<file path="config.mk">
export PLATFORM = sky130hd
export DESIGN_NAME = instr_decode_unit_flat
export DESIGN_NICKNAME = d
export VERILOG_FILES = /design/src/rtl/instr_decode_unit_if.sv /design/src/rtl/instr_decode_unit.sv /design/src/flat_wrapper.sv
export SDC_FILE = /design/constraint.sdc
export NUM_CORES = 1
export LEC_CHECK = 0
export ABC_AREA = 1
export CAP_MARGIN = 40
export CORE_ASPECT_RATIO = 1.5
export CORE_UTILIZATION = 44
export CTS_CLUSTER_DIAMETER = 100
export DETAILED_ROUTE_END_ITERATION = 8
export PLACE_DENSITY_LB_ADDON = 0.05
export SLEW_MARGIN = 20
export SYNTH_ARGS = -nofsm -noshare
export SYNTH_HDL_FRONTEND = slang
export SYNTH_SLANG_ARGS = --single-unit
</file>
<file path="constraint.sdc">
create_clock -name clock -period 1.75 [get_ports clock]
set_clock_uncertainty 0.15 [all_clocks]
set_input_delay 0.35 -clock clock [delete_from_list [all_inputs] [get_ports clock]]
set_output_delay 0.35 -clock clock [all_outputs]
set_load 0.02 [all_outputs]
</file>
<file path="src/rtl/instr_decode_unit_if.sv">
// Bus between code memory / control FSM and the i281 instruction decode unit.
// The control side drives the load strobes; the decode unit returns opcode, flags and debug count.
interface instr_decode_unit_if #(
   parameter int CNT_W = 16
);
   logic [15:0]      instr_in;
   logic             ir_load;
   logic             flags_load;
   logic [3:0]       alu_flags_in;
   logic [26:0]      opcode_out;
   logic [7:0]       imm_out;
   logic [3:0]       flags_reg;
   logic             opcode_valid;
   logic [CNT_W-1:0] fetch_count;

   modport master (
      output instr_in, ir_load, flags_load, alu_flags_in,
      input  opcode_out, imm_out, flags_reg, opcode_valid, fetch_count
   );

   modport slave (
      input  instr_in, ir_load, flags_load, alu_flags_in,
      output opcode_out, imm_out, flags_reg, opcode_valid, fetch_count
   );
endinterface

</file>
<file path="src/rtl/instr_decode_unit.sv">
// i281 instruction register, one-hot opcode decoder, flags register and
// saturating fetch counter. Decode is purely combinational from the IR.
module instr_decode_unit #(
   parameter int CNT_W = 16
) (
   input  logic          clock,
   input  logic          reset,
   instr_decode_unit_if.slave bus
);

   logic [15:0]      r_ir;
   logic [3:0]       r_flags;
   logic             r_valid;
   logic [CNT_W-1:0] r_fetch_count;

   logic [3:0]       w_op;
   logic [1:0]       w_rx;
   logic [1:0]       w_ry;
   logic [22:0]      w_onehot;
   logic             w_cnt_sat;

   assign w_op      = r_ir[15:12];
   assign w_rx      = r_ir[11:10];
   assign w_ry      = r_ir[9:8];
   assign w_cnt_sat = &r_fetch_count;

   always_ff @(posedge clock or posedge reset) begin
      if (reset) begin
         r_ir          <= 16'h0000;
         r_flags       <= 4'b0000;
         r_valid       <= 1'b0;
         r_fetch_count <= '0;
      end else begin
         if (bus.ir_load) begin
            r_ir    <= bus.instr_in;
            r_valid <= 1'b1;
            if (!w_cnt_sat)
               r_fetch_count <= r_fetch_count + CNT_W'(1);
         end
         if (bus.flags_load)
            r_flags <= bus.alu_flags_in;
      end
   end

   // Every IR value maps to exactly one class; sub-selects use RY (or RY[0] for shifts).
   always_comb begin
      w_onehot = '0;
      case (w_op)
         4'h0: w_onehot[0] = 1'b1;
         4'h1: begin
            case (w_ry)
               2'b00:   w_onehot[1] = 1'b1;
               2'b01:   w_onehot[2] = 1'b1;
               2'b10:   w_onehot[3] = 1'b1;
               default: w_onehot[4] = 1'b1;
            endcase
         end
         4'h2: w_onehot[5]  = 1'b1;
         4'h3: w_onehot[6]  = 1'b1;
         4'h4: w_onehot[7]  = 1'b1;
         4'h5: w_onehot[8]  = 1'b1;
         4'h6: w_onehot[9]  = 1'b1;
         4'h7: w_onehot[10] = 1'b1;
         4'h8: w_onehot[11] = 1'b1;
         4'h9: w_onehot[12] = 1'b1;
         4'hA: w_onehot[13] = 1'b1;
         4'hB: w_onehot[14] = 1'b1;
         4'hC: begin
            if (w_ry[0])
               w_onehot[16] = 1'b1;
            else
               w_onehot[15] = 1'b1;
         end
         4'hD: w_onehot[17] = 1'b1;
         4'hE: w_onehot[18] = 1'b1;
         default: begin
            case (w_ry)
               2'b00:   w_onehot[19] = 1'b1;
               2'b01:   w_onehot[20] = 1'b1;
               2'b10:   w_onehot[21] = 1'b1;
               default: w_onehot[22] = 1'b1;
            endcase
         end
      endcase
   end

   assign bus.opcode_out   = {w_rx, w_ry, w_onehot};
   assign bus.imm_out      = r_ir[7:0];
   assign bus.flags_reg    = r_flags;
   assign bus.opcode_valid = r_valid;
   assign bus.fetch_count  = r_fetch_count;

endmodule

</file>
<file path="src/flat_wrapper.sv">
// flat-port wrapper written by rule: the top's interface ports become plain ports
module instr_decode_unit_flat 
#(
   parameter int CNT_W = 16
)
  (clock, reset, bus_instr_in, bus_ir_load, bus_flags_load, bus_alu_flags_in, bus_opcode_out, bus_imm_out, bus_flags_reg, bus_opcode_valid, bus_fetch_count);
  instr_decode_unit_if #(.CNT_W(CNT_W)) bus_i ();
  input  logic clock;
  input  logic reset;
  input wire logic [$bits(bus_i.instr_in)-1:0] bus_instr_in;
  input wire logic [$bits(bus_i.ir_load)-1:0] bus_ir_load;
  input wire logic [$bits(bus_i.flags_load)-1:0] bus_flags_load;
  input wire logic [$bits(bus_i.alu_flags_in)-1:0] bus_alu_flags_in;
  output wire logic [$bits(bus_i.opcode_out)-1:0] bus_opcode_out;
  output wire logic [$bits(bus_i.imm_out)-1:0] bus_imm_out;
  output wire logic [$bits(bus_i.flags_reg)-1:0] bus_flags_reg;
  output wire logic [$bits(bus_i.opcode_valid)-1:0] bus_opcode_valid;
  output wire logic [$bits(bus_i.fetch_count)-1:0] bus_fetch_count;
  assign bus_i.instr_in = bus_instr_in;
  assign bus_i.ir_load = bus_ir_load;
  assign bus_i.flags_load = bus_flags_load;
  assign bus_i.alu_flags_in = bus_alu_flags_in;
  assign bus_opcode_out = bus_i.opcode_out;
  assign bus_imm_out = bus_i.imm_out;
  assign bus_flags_reg = bus_i.flags_reg;
  assign bus_opcode_valid = bus_i.opcode_valid;
  assign bus_fetch_count = bus_i.fetch_count;
  instr_decode_unit #(.CNT_W(CNT_W)) u_core (.clock(clock), .reset(reset), .bus(bus_i));
endmodule
</file>
==> reports/results.ini <==
[worst_setup_path]
max_stage_delay_ns=0.43
r2r_cells=8
crit_chain=inv_2, nor2_4, nand2_2, nor3_1, buf_2
cp_slowest_cell=dfrtp_1
path_class=reg -> out
crit_arrival_ns=1.37
cp_max_fo=4
r2r_slack_ns=0.12
end_kind=output pin
cp.buffers_inverters=2
regToRegStartpoint=u_core.bus.fetch_count[1]
r2r_end=u_core.bus.fetch_count[10]
crit_required_ns=1.25
cp-start-kind=register
critPathTopFamily=flip-flops

[placed_design]
dp_slack_ns=-0.256
dp_hpwl_um=3910
place_congestion=0.855
dp_cells=431
numPortBuffers=79

[clocking]
cts.sinks=37
htreeDepth=2
clk_pin_slew_ns=0.07
holdBufCountCts=0
clock_tree.buffer_depth=2
root_buffer=clkbuf_8
clock_latency_ns=0.29
cts_tree=done
numCtsBuffers=5

[power_and_ir_drop]
vdd_ir_drop_max_mv=0.602
p_leak_uw=0.00166
cellPowerDensity_nw_per_um2=748

[drt]
drt_wl_total_um=5350
drt_first_pass_iters=4
wl_met2_um=2890
met1_length_um=2080
highest_layer=met4
vias=2048
antenna_left=0
viasPerCell=4.64
dr_wl_met3_um=286
drcViolationCount=0
post_drt_wl_per_cell_um=12.1
drt_first_iter_violations=72

[logic_synthesis]
synth.ff_latch_count=37
synth_xor_area_share_pct=0.819
syn-num-nets=309
synthAdderAreaFrac_pct=0.585
yosysSeqAreaShare_pct=43.3
syn_area_per_cell_um2=7.53
ys_types=23
synth_compound_area_share_pct=2.28
netlist_instances=284
synth_top_family_by_area=simple AND/OR/NAND/NOR gates
synth-simple-area-share_pct=40.4
synth_area_um2=2140
synth_mux_area_share_pct=2.11
ys_warn_count=0

[sta]
tightest_slew_ns=0.242
final_hold_viol_count=0
final_max_slew_viol_count=0
fin_crit_sh_pct=107
fin_crit_ns=1.87
rsz0062_at_grt=yes
setup_ws_ns=-0.122
max_freq_ghz=0.534
slew_headroom_pct=83.8
setup_viol=14

[cells_and_area]
layout_common_cells=nand2_1, buf_4, dfrtp_1, dlygate4sd2_1, inv_1
fill_cells=413
layout_commonest_cell=nand2_1
num_antenna_cells=0
final_nets=401
drive_gt1_share_pct=27.9
area_delta_synth_final_pct=47.4
fin_cells=441

[floorplan]
core-area_um2=4580
initial_core_util_pct=46.7
num_rows=30
die_w_um=58.9
die_area_um2=5150
io-pin-count=80
die_h_um=87.4

[global_route]
antenna_found_initial=0
grt_first_pass_wirelength_um=8450
grt_pass1_vias=1933
grt_max_degree=38
grt_use_total_pct=21.7
grt-ovfl-total=0

[run_status]
violations=negative setup slack
outcome=complete, but fails checks

[min_path]
min_path_type=in -> async

[job]
max_cap_violations=0

[worst min-delay path, stage by stage]
cell,delay [ns]
clkdlybuf4s50_1,0.39
inv_1,0.09
buf_12,0.23
[cell usage after synthesis]
library cell / instances / share of area (%)
or2_2: 1 / 0.29
nand3b_1: 4 / 1.4
nand3_1: 7 / 1.6
nand2_4: 3 / 1.6
nor2_1: 28 / 4.9
dfrtp_1: 37 / 43
o21ai_2: 1 / 0.41
nor2_2: 5 / 1.5
xnor2_1: 2 / 0.82
ha_1: 1 / 0.58
inv_1: 29 / 5.1
nand2_1: 103 / 18
buf_4: 13 / 4.6
clkbuf_1: 2 / 0.35
nand4_1: 9 / 2.6
nand3_2: 1 / 0.47
mux2_2: 4 / 2.1
nor3_1: 8 / 1.9
nand2_2: 8 / 2.3
inv_2: 2 / 0.35
nor2_4: 7 / 3.7
o21ai_0: 8 / 1.9
buf_2: 1 / 0.23
[power by group]
part | switching, µW | total (µW) | internal, µW
Clock | 298 | 574 | 276
Sequential | 87.7 | 1030 | 947
Combinational | 426 | 750 | 324
Total | 812 | 2360 | 1550
[cell type report]
cell class              instances  area [µm²]  share of cell area [%]
repair buffers                101         887                    28.1
clock inverters                 2        10.0                   0.317
multi-input cells             200        1060                    33.5
well taps                      64        80.1                    2.54
inverters                      31         119                    3.77
clock buffers                   6        72.6                    2.30
flip-flops and latches         37         928                    29.4
[layer usage]
layer	track usage [%]	vias up
met5	0	-
met4	8.87	0
met3	4.75	10
met2	40.4	57
met1	22.8	927
li1	-	1054
[cells by family (layout without fill, tap and decap cells)]
family / after synthesis / after routing
flops: 37 / 37
compound gates: 9 / 9
mux: 4 / 4
fa+ha+maj: 1 / 1
buf+inv: 47 / 140
simple gates: 184 / 184
xor+xnor: 2 / 2
[how the worst max path moves through the flow]
stage,from,endpoint,cells past startpoint
after floorplan,u_core.bus.fetch_count[0],u_core.bus.fetch_count[9],8
after global placement,u_core.r_ir[12],bus_opcode_out[1],5
after detailed placement,u_core.r_ir[12],bus_opcode_out[4],5
after CTS,u_core.r_ir[12],bus_opcode_out[4],5
after global routing,u_core.r_ir[12],bus_opcode_out[2],5
final,u_core.r_ir[12],bus_opcode_out[2],5
[what timing repair did]
action | in CTS | in global routing
resized for setup | 135 | 44
setup endpoints to repair | 50 | 34
setup buffers | 0 | 2
hold endpoints to repair | 0 | 0
pin swaps | 1 | 7
cloned | 0 | 0
[metrics by stage]
stage               setup TNS, ns  power [µW]  hold WS [ns]  instance area, µm²  util (%)
floorplan                       0        1470         0.293                2140         -
detailed placement          -3.79        1820         0.308                3060      66.9
finish                     -0.803        2360         0.251                3150      68.9
global placement            -2.83        1810         0.302                3060      66.9
global route                -1.88        2490         0.274                3150      68.9
CTS                        -0.376        2340         0.256                3010      65.8
Note: power is estimated with default switching activity, not from simulation.
